**src/rtl/mac_rx_frameparse.sv**
```systemverilog
// XGMII receive frame parser: validates the lane-0 start/preamble/SFD header, strips it and
// emits payload beats with keep/SOF/EOF/error flags through a one-beat hold register.
module mac_rx_frameparse #(
  parameter int N_CHANNELS      = 8,
  parameter int W_BYTE          = 8,
  parameter int MAX_FRAME_BYTES = 1518,
  parameter int W_LEN           = 16
) (
  input  logic                         i_clk,
  input  logic                         i_reset_n,
  input  logic                         i_clk_en,
  input  logic [N_CHANNELS-1:0]        i_xgmii_ctrl,
  input  logic [N_CHANNELS*W_BYTE-1:0] i_xgmii_data,
  output logic                         o_valid,
  output logic [N_CHANNELS-1:0]        o_keep,
  output logic [N_CHANNELS*W_BYTE-1:0] o_data,
  output logic                         o_sof,
  output logic                         o_eof,
  output logic                         o_err,
  output logic [W_LEN-1:0]             o_frame_len,
  output logic                         o_hdr_err
);

  localparam int W_DATA = N_CHANNELS * W_BYTE;
  localparam int W_LANE = $clog2(N_CHANNELS);

  localparam logic [W_BYTE-1:0] SYM_START = W_BYTE'(8'hFB);
  localparam logic [W_BYTE-1:0] SYM_PREAM = W_BYTE'(8'h55);
  localparam logic [W_BYTE-1:0] SYM_SFD   = W_BYTE'(8'hD5);
  localparam logic [W_BYTE-1:0] SYM_TERM  = W_BYTE'(8'hFD);

  localparam logic [W_LEN:0]   MAX_SUM = (W_LEN+1)'(MAX_FRAME_BYTES);
  localparam logic [W_LEN-1:0] MAX_LEN = W_LEN'(MAX_FRAME_BYTES);

  typedef enum logic [1:0] {S_IDLE, S_DATA, S_DROP} state_t;

  state_t              state, state_n;
  logic [W_DATA-1:0]   hold_data, hold_data_n;
  logic [N_CHANNELS-1:0] hold_keep, hold_keep_n;
  logic                hold_valid, hold_valid_n;
  logic                hold_last, hold_last_n;
  logic                hold_sof, hold_sof_n;
  logic                first, first_n;
  logic [W_LEN-1:0]    count, count_n;

  logic                emit, emit_sof, emit_eof, emit_err, hdr_err_n;
  logic [W_DATA-1:0]   emit_data;
  logic [N_CHANNELS-1:0] emit_keep;
  logic [W_LEN-1:0]    emit_len;

  // Beat decode: first control lane, its symbol, header shape and byte count.
  logic                has_ctrl, term_any, hdr_start, hdr_ok, oversize;
  logic [W_LANE-1:0]   k;
  logic [W_BYTE-1:0]   sym_k;
  logic [N_CHANNELS-1:0] keep_beat;
  logic [W_DATA-1:0]   data_beat;
  logic [W_LEN:0]      sum;

  always_comb begin
    has_ctrl = |i_xgmii_ctrl;
    k        = '0;
    term_any = 1'b0;
    for (int i = N_CHANNELS - 1; i >= 0; i--) begin
      if (i_xgmii_ctrl[i]) k = W_LANE'(i);
      if (i_xgmii_ctrl[i] && i_xgmii_data[i*W_BYTE +: W_BYTE] == SYM_TERM) term_any = 1'b1;
    end
    sym_k = i_xgmii_data[k*W_BYTE +: W_BYTE];

    hdr_start = i_xgmii_ctrl[0] && (i_xgmii_data[W_BYTE-1:0] == SYM_START);
    hdr_ok    = hdr_start && (i_xgmii_ctrl == N_CHANNELS'(1)) &&
                (i_xgmii_data[W_DATA-1 -: W_BYTE] == SYM_SFD);
    for (int i = 1; i < N_CHANNELS - 1; i++) begin
      if (i_xgmii_data[i*W_BYTE +: W_BYTE] != SYM_PREAM) hdr_ok = 1'b0;
    end

    for (int i = 0; i < N_CHANNELS; i++) begin
      keep_beat[i] = !has_ctrl || (i < int'(k));
      data_beat[i*W_BYTE +: W_BYTE] = keep_beat[i] ? i_xgmii_data[i*W_BYTE +: W_BYTE] : '0;
    end

    sum      = {1'b0, count} + (W_LEN+1)'(has_ctrl ? int'(k) : N_CHANNELS);
    oversize = sum > MAX_SUM;
  end

  // NOTE: every signal written here gets a default first, so no path can infer a latch.
  always_comb begin
    logic abort;
    state_n      = state;
    hold_data_n  = hold_data;
    hold_keep_n  = hold_keep;
    hold_valid_n = hold_valid;
    hold_last_n  = hold_last;
    hold_sof_n   = hold_sof;
    first_n      = first;
    count_n      = count;
    emit         = 1'b0;
    emit_data    = hold_data;
    emit_keep    = hold_keep;
    emit_sof     = hold_sof;
    emit_eof     = 1'b0;
    emit_err     = 1'b0;
    emit_len     = count;
    hdr_err_n    = 1'b0;
    abort        = 1'b0;

    // A tail beat parked after TERM leaves on the very next edge, enabled or not.
    if (hold_valid && hold_last) begin
      emit         = 1'b1;
      emit_eof     = 1'b1;
      hold_valid_n = 1'b0;
      hold_last_n  = 1'b0;
    end

    if (i_clk_en) begin
      unique case (state)
        S_IDLE: begin
          if (hdr_ok) begin
            state_n = S_DATA;
            count_n = '0;
            first_n = 1'b1;
          end else if (hdr_start) begin
            hdr_err_n = 1'b1;
            state_n   = S_DROP;
          end
        end
        S_DATA: begin
          if (has_ctrl && sym_k != SYM_TERM) begin
            abort   = 1'b1;
            state_n = S_DROP;
          end else if (oversize) begin
            abort    = 1'b1;
            emit_len = MAX_LEN;
            state_n  = term_any ? S_IDLE : S_DROP;
          end else if (has_ctrl && k == '0) begin
            emit         = hold_valid;
            emit_eof     = 1'b1;
            hold_valid_n = 1'b0;
            state_n      = S_IDLE;
          end else begin
            emit         = hold_valid;
            hold_data_n  = data_beat;
            hold_keep_n  = keep_beat;
            hold_valid_n = 1'b1;
            hold_last_n  = has_ctrl;
            hold_sof_n   = first;
            first_n      = 1'b0;
            count_n      = sum[W_LEN-1:0];
            if (has_ctrl) state_n = S_IDLE;
          end
          if (abort) begin
            emit         = 1'b1;
            emit_eof     = 1'b1;
            emit_err     = 1'b1;
            hold_valid_n = 1'b0;
            first_n      = 1'b0;
            if (!hold_valid) begin
              emit_data = '0;
              emit_keep = '0;
              emit_sof  = first;
            end
          end
        end
        S_DROP: begin
          if (term_any || &i_xgmii_ctrl) state_n = S_IDLE;
        end
        default: state_n = S_IDLE;
      endcase
    end
  end

  // NOTE: sequential state uses non-blocking assignments so every register sees pre-edge values.
  always_ff @(posedge i_clk or negedge i_reset_n) begin
    if (!i_reset_n) begin
      state      <= S_IDLE;
      hold_data  <= '0;
      hold_keep  <= '0;
      hold_valid <= 1'b0;
      hold_last  <= 1'b0;
      hold_sof   <= 1'b0;
      first      <= 1'b0;
      count      <= '0;
    end else begin
      state      <= state_n;
      hold_data  <= hold_data_n;
      hold_keep  <= hold_keep_n;
      hold_valid <= hold_valid_n;
      hold_last  <= hold_last_n;
      hold_sof   <= hold_sof_n;
      first      <= first_n;
      count      <= count_n;
    end
  end

  // Data/keep/len only change on an emitted beat; flags are pulses.
  always_ff @(posedge i_clk or negedge i_reset_n) begin
    if (!i_reset_n) begin
      o_valid     <= 1'b0;
      o_keep      <= '0;
      o_data      <= '0;
      o_sof       <= 1'b0;
      o_eof       <= 1'b0;
      o_err       <= 1'b0;
      o_frame_len <= '0;
      o_hdr_err   <= 1'b0;
    end else begin
      o_valid   <= emit;
      o_sof     <= emit && emit_sof;
      o_eof     <= emit && emit_eof;
      o_err     <= emit && emit_err;
      o_hdr_err <= hdr_err_n;
      if (emit) begin
        o_data      <= emit_data;
        o_keep      <= emit_keep;
        o_frame_len <= emit_eof ? emit_len : '0;
      end
    end
  end

endmodule

```
**config.mk**
```make
export PLATFORM = sky130hd
export DESIGN_NAME = mac_rx_frameparse
export DESIGN_NICKNAME = d
export VERILOG_FILES = /design/src/rtl/mac_rx_frameparse.sv
export SDC_FILE = /design/constraint.sdc
export NUM_CORES = 1
export LEC_CHECK = 0
export ABC_AREA = 1
export ABC_CLOCK_PERIOD_IN_PS = 8800
export CAP_MARGIN = 5
export CORE_AREA = 2 2 152 109
export CTS_BUF_LIST = sky130_fd_sc_hd__clkbuf_4
export DETAILED_ROUTE_END_ITERATION = 12
export DIE_AREA = 0 0 154 111
export HOLD_SLACK_MARGIN = 0.02
export PLACE_DENSITY = 0.87
export REMOVE_ABC_BUFFERS = 1
export SYNTH_ARGS = -nofsm -noshare
export SYNTH_HDL_FRONTEND = slang
export SYNTH_SLANG_ARGS = --single-unit
```
**constraint.sdc**
```tcl
create_clock -name i_clk -period 8.8 [get_ports i_clk]
set_clock_uncertainty 0.2 [all_clocks]
set_input_delay 2.2 -clock i_clk [delete_from_list [all_inputs] [get_ports i_clk]]
set_output_delay 2.2 -clock i_clk [all_outputs]
set_load 0.02 [all_outputs]
```
# Word level (Yosys, flattened, before mapping)
# Cells that the tools add are included.
# op_classes
add_sub_neg	1
order_cmp	8
eq_ne	30
shifts	1
n_mux	104
n_bitwise	3
n_reduce_logical	35
# op_table
operator	n
64-bit 2-to-1 mux	4
16-bit 2-to-1 mux	9
8-bit 2-to-1 mux	12
8-bit == test (second input constant)	10
64-bit by 7-bit indexed part select with 8-bit output	1
1-bit 2-to-1 mux	59
8-bit by 7-bit != test with 1-bit output (second input constant)	6
16-bit case mux with 2 select lines	1
3-bit 2-to-1 mux	8
16-bit by 4-bit adder with 17-bit output	1
17-bit by 11-bit greater-than comparator with 1-bit output (second input constant)	1
1-bit logical AND	17
2-bit 2-to-1 mux	8
3-bit != test (second input constant)	4
6-bit AND reduction	2
2-bit != test (second input constant)	5
3-bit less-than comparator (first input constant)	3
8-bit by 1-bit == test with 1-bit output (second input constant)	1
1-bit logical OR	8
8-bit != test (second input constant)	1
8-bit AND reduction	1
8-bit OR reduction	1
1-bit by 3-bit less-than comparator with 1-bit output (first input constant)	2
2-bit by 3-bit less-than comparator with 1-bit output (first input constant)	2
other kinds (13)	15
# word_totals
register_bits	187
in_bits	75
wordCells	198

# Logic depth before layout (Yosys ltp)
# Gate-level depths: netlist of the first run.
# logic_depth
depth_word	19
mapped_depth	30
mapped_depth_nobuf	29

# Worst setup path before layout of the first run
# No wires, ideal clock.
# synth_timing
kind	input to register
startpoint	input i_xgmii_ctrl[6]
endpoint	register hold_keep[3]
setup_ns	0.121
t_arrival_ns	5.049
required_ns	8.479
setup_slack_ns	3.430
cell_stages	27
path_buffers	2
cell_sequence	inv_2 nand2_1 nand2_1 nand2_1 nand2_1 nand2_1 nand2_2 nand2_4 inv_2 ha_1 inv_1 fa_1 o21ai_2 nand2_1 nor2_2 nand3_1 xor2_1 clkinv_1 nand2_1 nor2_1 nand2_2 nor2_1 nand4_2 buf_2 buf_4 nand2_1 nand2_1
# synth_via
elab_chain_cells	12
word_cells_on_any_way	23
classes_between	1 x add/sub; 2 x order compare; 1 x eq/ne; 1 x shift; 8 x mux; 3 x bitwise; 7 x reduce/logical
# synth_lines
item	line_no	rtl
start, declared	12	input logic [N_CHANNELS-1:0] i_xgmii_ctrl,
3-bit 2-to-1 mux (7 in series)	64	if (i_xgmii_ctrl[i]) k = W_LANE'(i);
4-bit 2-to-1 mux / 64-bit by 7-bit indexed part select with 8-bit output (equally long branches)	81, 67	
16-bit by 4-bit adder with 17-bit output / 8-bit != test (equally long branches)	81, 127	
17-bit by 11-bit greater-than comparator with 1-bit output / 1-bit logical AND (equally long branches)	82, 127	
1-bit inverter (no line)	n/a	
5-bit AND reduction (no line)	n/a	
end signal, assigned	185	hold_keep <= hold_keep_n;
end, declared	39	logic [N_CHANNELS-1:0] hold_keep, hold_keep_n;
# Several ways; a longest one is shown, not always the timed one.
# A chain may end at the register's enable or synchronous reset.

# Final worst setup path of the first run
# layout_timing
startpoint	input i_xgmii_ctrl[6]
endpoint	register o_sof
# layout_via
elab_chain_cells	18
word_cells_on_any_way	27
classes_between	1 x add/sub; 1 x order compare; 1 x eq/ne; 1 x shift; 20 x mux; 3 x reduce/logical
# layout_lines
item	line_no	rtl
3-bit 2-to-1 mux (7 in series)	64	
4-bit 2-to-1 mux	81	sum = {1'b0, count} + (W_LEN+1)'(has_ctrl ? int'(k) : N_CHANNELS);
16-bit by 4-bit adder with 17-bit output	81	
17-bit by 11-bit greater-than comparator with 1-bit output	82	oversize = sum > MAX_SUM;
1-bit 2-to-1 mux	130	end else if (oversize) begin
1-bit 2-to-1 mux	127	if (has_ctrl && sym_k != SYM_TERM) begin
1-bit 2-to-1 mux	115	unique case (state)
1-bit 2-to-1 mux	114	if (i_clk_en) begin
1-bit 2-to-1 mux	150	if (abort) begin
1-bit 2-to-1 mux	115	
1-bit 2-to-1 mux	114	
1-bit logical AND *	207	o_sof <= emit && emit_sof;
end signal, assigned	207	
end, declared	17	output logic o_sof,
# Every way passes the cells marked *; elsewhere a longest branch is shown, timed or not. The select of a mux whose other input is x is not followed.

==> results of run 1 <==
## cells in the mapped netlist
cell type | instances | area (um2)
nor2_2 | 5 | 31.3
xnor2_1 | 2 | 17.5
nand3_1 | 161 | 806
o31ai_1 | 2 | 15.0
a211oi_1 | 1 | 7.51
a21boi_0 | 1 | 7.51
o2111ai_1 | 2 | 17.5
xor2_1 | 6 | 52.6
o21ai_2 | 1 | 8.76
nand2_2 | 9 | 56.3
nand4_1 | 14 | 87.6
buf_2 | 21 | 105
clkinv_1 | 1 | 3.75
clkbuf_1 | 11 | 41.3
nor4b_1 | 1 | 8.76
inv_2 | 11 | 41.3
fa_1 | 1 | 20.0
nor2_4 | 4 | 45.0
ha_1 | 4 | 50.1
o21bai_1 | 1 | 7.51
nand4_2 | 1 | 12.5
nor4_1 | 7 | 43.8
nor3b_1 | 2 | 15.0
nor3_1 | 8 | 40.0
o21ai_1 | 32 | 160
nand2_1 | 495 | 1860
dfrtp_1 | 187 | 4680
a21oi_1 | 11 | 55.1
a31oi_1 | 1 | 6.26
buf_4 | 5 | 37.5
buf_6 | 8 | 90.1
nand3_2 | 3 | 30.0
inv_1 | 71 | 267
or4_1 | 3 | 22.5
o21ai_0 | 26 | 130
nand2_4 | 1 | 11.3
nor2_1 | 39 | 146
or2_2 | 4 | 25.0
buf_1 | 1 | 3.75
## registers in the layout (all words and copies together) (netlist names), 2 cells and up
signal and cells:
o_frame_len 16, o_keep 8, hold_data 64, state 2, count 16, o_data 64
hold_keep 8
## kinds of logic after synthesis
logic type / Yosys count / synth area share
AOI/OAI and AO/OA: 78 / 0.0458
xor gates and xnor gates: 8 / 0.00773
adders and majority gates: 5 / 0.00773
buffers and inverters: 129 / 0.0650
DFF: 187 / 0.516
and+or+nand+nor: 757 / 0.357
## critical path: stages
cell	delay, ps
clkdlybuf4s50_1	480
inv_2	110
nand2_1	50
nand2_1	60
nand2_1	60
nand2_1	50
nand2_1	60
nand2_2	350
nand2_4	290
inv_2	250
ha_1	200
inv_1	60
fa_1	430
o21ai_2	260
nand2_1	130
nor2_2	160
nand3_1	110
xor2_1	180
clkinv_1	80
nand2_1	60
nor2_1	40
nand2_2	90
inv_2	60
nand2_2	120
nand3_2	570
buf_4	500
nand2_1	100
a21oi_1	70
## layer usage
metal  wire (um)  up-vias  track usage
li1            -     4024            -
met1       12400     4143        0.515
met2       11600      406        0.463
met3        2500       34       0.0809
met4         428        0       0.0754
met5           0        -            0
## layout by cell type (no fill, tap or decap), types with 4 or more instances in the layout
cell,instances
xor2_1,6
nor2_1,39
nor3_1,8
or2_2,4
clkbuf_4,17
o21ai_0,26
buf_4,6
inv_2,11
nor2_4,4
nor2_2,5
inv_1,71
o21ai_1,32
nand3_1,161
nand4_1,14
nand2_2,9
nor4_1,7
clkdlybuf4s50_1,166
a21oi_1,11
dfrtp_1,187
ha_1,4
nand2_1,495
## worst max path at each step
stage / end / slack [ps] / from / cells after the start
after floorplan: o_data[0] / 1890 / i_xgmii_ctrl[6] / 28
after global placement: o_sof / 1570 / i_xgmii_ctrl[6] / 28
after detailed placement: o_data[2] / 1360 / i_xgmii_ctrl[6] / 28
after CTS: o_data[12] / 1930 / i_xgmii_ctrl[6] / 28
after global routing: o_sof / 1450 / i_xgmii_ctrl[6] / 28
final: o_sof / 1830 / i_xgmii_ctrl[6] / 28
## area by class of cell
| class | count | area [um2] |
|---|---|---|
| Clock buffer | 17 | 128 |
| Clock inverter | 15 | 186 |
| Fill cell | 1328 | 4760 |
| Inverter | 83 | 312 |
| Multi-Input combinational cell | 848 | 3800 |
| Sequential cell | 187 | 4680 |
| Tap cell | 205 | 256 |
| Timing Repair Buffer | 174 | 1740 |
## power by group
group	internal [mW]	switching, mW
registers	0.868	0.00867
clock network	0.203	0.318
logic	0.0584	0.105
## through the flow
step | hold WS [ps] | setup WS (ps) | std cells | cell area [um2]
6_report | 295 | 1830 | 1529 | 11100
5_1_grt | 322 | 1450 | 1529 | 11100
4_1_cts | 296 | 1930 | 1529 | 11100
3_5_place_dp | 261 | 1360 | 1497 | 10800
3_3_place_gp | 253 | 1570 | 1497 | 10800
2_1_floorplan | 240 | 1890 | 1118 | 8790
==> impl_metrics.ini, run 1 <==
[sta]
fmax_mhz = 144
period_needed_ps = 6970
hold_violations = 0
tightest_slew_ps = 1080
slew-limit-headroom = 0.280
setup_tns_ps = 0
rsz0062_at_grt = false
slew_violations = 0
setup_viol = 0
fin_crit_sh = 0.792

[finish]
num_antenna_cells = 0
post-route-util = 0.700
syn2layout_area_growth_pct = 22.5
nNetsFinal = 1391
drive_gt1_frac = 0.0582

[flow_run]
cap_violations = 0

[route]
drt_wl_total_mm = 26.9
vias = 8607
drc = 0
detail-route-antenna-nets = 0
wire_per_inst_um = 17.6
first_pass_iters = 5
drt_iter0_markers = 843
viasPerCell = 5.63

[cts]
ctsHoldBuffers = 0
htree_levels = 4
cts_root_buffer = clkbuf_4
post_cts.resized_instances = 0
cts_buffers = 17
post_cts_buffers = 0
clock_sinks = 187
path_clk_slew_ps = 160
cts_tree = yes
clockBufferDepth = 2
insertion_delay_ps = 580

[worst_setup_path]
worstReg2RegStart = count[0]
endpoint_kind = flop
timing.rr.end = o_sof
crit_path_start_kind = primary input
arrival_ps = 7230
path_max_fanout = 34
cp.required_ps = 9060
reg2reg_depth = 18
ff2ff_setup_slack_ps = 4810
crit_type = primary input to flop

[global_routing]
grt_pass1_vias = 8328
grt_max_degree = 124
grt_overflow_total = 0
grt_antenna_before_repair = 0
track_usage = 0.329
grt_pass1_wl_mm = 44.1

[logic_synthesis]
avgSynthCellArea_um2 = 7.79
ys_seq_elements = 187
syn_area_um2 = 9060
yosysSeqAreaShare = 0.516
ys_types = 39
yosysWarnings = 0
synth_cells = 1164

[placed_design]
place_congestion = 0.985
io_buffers = 167
hpwl_mm = 19.3

[power]
p_leak_nw = 5.66
p_per_area_nw_per_um2 = 141
p_total_mw = 1.56
peakVddDrop_uv = 123

[min_path]
worstHoldStart = o_data[34]
hold-path-endpoint = o_data[34]
hold_path_depth = 2
hp-class = flop to flop

[floorplan]
placement_rows = 39
die_x_um = 154
start_util = 0.572
die_area_um2 = 17100
core-area_um2 = 15900
die_y_um = 111
ios = 168

[run_status]
status = finished clean
No activity file was read; power rests on OpenSTA's default activity.
==> run 2: changes to the inputs <==
--- a/config.mk
+++ b/config.mk
@@ -6,14 +6,14 @@
 export NUM_CORES = 1
 export LEC_CHECK = 0
 export ABC_AREA = 1
-export ABC_CLOCK_PERIOD_IN_PS = 8800
+export ABC_CLOCK_PERIOD_IN_PS = 5880
 export CAP_MARGIN = 5
-export CORE_AREA = 2 2 152 109
+export CORE_AREA = 2 2 166 119
 export CTS_BUF_LIST = sky130_fd_sc_hd__clkbuf_4
 export DETAILED_ROUTE_END_ITERATION = 12
-export DIE_AREA = 0 0 154 111
+export DIE_AREA = 0 0 168 121
 export HOLD_SLACK_MARGIN = 0.02
-export PLACE_DENSITY = 0.87
+export PLACE_DENSITY = 0.78
 export REMOVE_ABC_BUFFERS = 1
 export SYNTH_ARGS = -nofsm -noshare
 export SYNTH_HDL_FRONTEND = slang
==> constraint.sdc (replaced) <==
create_clock -name i_clk -period 5.88 [get_ports i_clk]
set_clock_uncertainty 0.2 [all_clocks]
set_input_delay 1.47 -clock i_clk [delete_from_list [all_inputs] [get_ports i_clk]]
set_output_delay 1.47 -clock i_clk [all_outputs]
set_load 0.02 [all_outputs]
==> run 2 against run 1 <==
Sequential cell count unchanged; core utilization down 10 points; register-to-register slack worse by 2500 ps; sequential power up 49%; setup slack worse by 1000 ps; critical path depth down 2; sequential share of layout area down 0.38 points; first-iteration DRC count up 18%; clock power up 27%; non-clock buffer count up 11; combinational power up 51%; largest cell class unchanged; highest routed layer unchanged.
==> impl_metrics.ini, run 2 (synthesis gave the netlist of run 1 again) <==
[run_status]
status = finished clean

[cts]
cts_root_buffer = clkbuf_4
clock_sinks = 187
htree_levels = 4
path_clk_slew_ps = 150
ctsHoldBuffers = 0
cts_buffers = 17
post_cts.resized_instances = 0
clockBufferDepth = 2
cts_tree = yes
post_cts_buffers = 0
insertion_delay_ps = 580

[sta]
hold_violations = 0
tightest_slew_ps = 760
fin_crit_sh = 0.861
holdWs_ps = 298
slew_violations = 0
fmax_mhz = 198
rsz0062_at_grt = false
period_needed_ps = 5060
setup_tns_ps = 0
slew-limit-headroom = 0.493
setup_slack_ps = 819
setup_viol = 0

[route]
detail-route-antenna-nets = 0
vias = 8422
drt_wl_total_mm = 27.3
drt_iter0_markers = 995
first_pass_iters = 5
wire_per_inst_um = 17.3
drc = 0
viasPerCell = 5.33

[global_routing]
grtUsageMet3 = 0.0564
grt_pass1_vias = 8106
use_met2 = 0.397
grt_antenna_before_repair = 2
grt-busiest-layer = met1
track_usage = 0.280
grt_max_degree = 105
gr-usage-met1 = 0.434
grt_pass1_wl_mm = 44.3
grt_overflow_total = 0

[power]
p_per_area_nw_per_um2 = 198
p_total_mw = 2.22
p_leak_nw = 5.70
p_int_mw = 1.58
p_seq_frac = 0.590
peakVddDrop_uv = 110
power_frac_comb = 0.111
swShare = 0.289
p_sw_uw = 641
clkPwrFrac = 0.299

[floorplan]
placement_rows = 42
start_util = 0.486
die_area_um2 = 20300
die_x_um = 168
die_y_um = 121
ios = 168
core-area_um2 = 18700

[finish]
syn2layout_area_growth_pct = 23.6
drive_gt1_frac = 0.0667
layout_commonest_cell = nand2_1
nNetsFinal = 1402
stdcell_area_um2 = 11200
final_cell_mix = nand2_1 (495), dfrtp_1 (187), clkdlybuf4s50_1 (166), nand3_1 (161), inv_1 (71)
post-route-util = 0.601
reg_top3 = hold_data (64), o_data (64)
fillCellCount = 1702
fin_cells = 1579

[min_path]
hp-class = flop to flop

[worst_setup_path]
crit_path_frequent_cell = nand2_1
critPathMaxStageDelay_ps = 580
crit_type = primary input to flop
arrival_ps = 5390
crit_path_start_kind = primary input
endpoint_kind = flop
path_max_fanout = 53
cp.required_ps = 6210
cpMaxStageDelayCell = clkdlybuf4s50_1

[placed_design]
placed_area_um2 = 10900
pre_cts_ws_ps = 286
io_buffers = 167
placed_cells = 1545
place_congestion = 0.992
hpwl_mm = 20.0

[flow_run]
cap_violations = 0
-- run 2: power by group through the flow --
stage	Sequential, mW	Clock (mW)	Combinational, mW
floorplan	1.34	0	0.0950
global placement	1.33	0	0.243
detailed placement	1.33	0	0.244
CTS	1.31	0.684	0.246
global route	1.31	0.735	0.273
finish	1.31	0.663	0.247
-- run 2: worst max-delay path, delay by kind of cell --
kind            cells  cell delay (ps)
compound gates      1              210
xor+xnor            1              140
fa+ha+maj           1              280
buf+inv             6             1410
simple gates       17             1830
-- run 2: final cells by class --
cell class              count  area (um2)  area share
flip-flops and latches    187        4680       0.418
multi-input cells         848        3800       0.339
repair buffers            185        1850       0.165
inverters                  83         312      0.0278
well taps                 242         303      0.0270
clock buffers              19         143      0.0127
clock inverters            13         114      0.0102
diodes                      2        5.00    0.000447
-- run 2: worst paths after layout --
check                                     start               to  slack [ps]  cells after the start
worst max-delay path            i_xgmii_ctrl[0]       o_data[33]         820                     26
worst min-delay path            o_frame_len[15]  o_frame_len[15]         300                      2
worst max register to register         count[0]       o_data[33]        2330                     20
worst min register to register  o_frame_len[15]  o_frame_len[15]         300                      2
max in group asynchronous             i_reset_n        o_data[4]        3690                      2
min in group asynchronous             i_reset_n          o_valid         700                      1
-- run 2: routing by layer --
metal,share of wire,wire (um),up-vias
met2,0.42,11500,321
met3,0.074,2030,30
li1,-,-,4055
met5,0,0,-
met4,0.013,365,0
met1,0.49,13500,4016
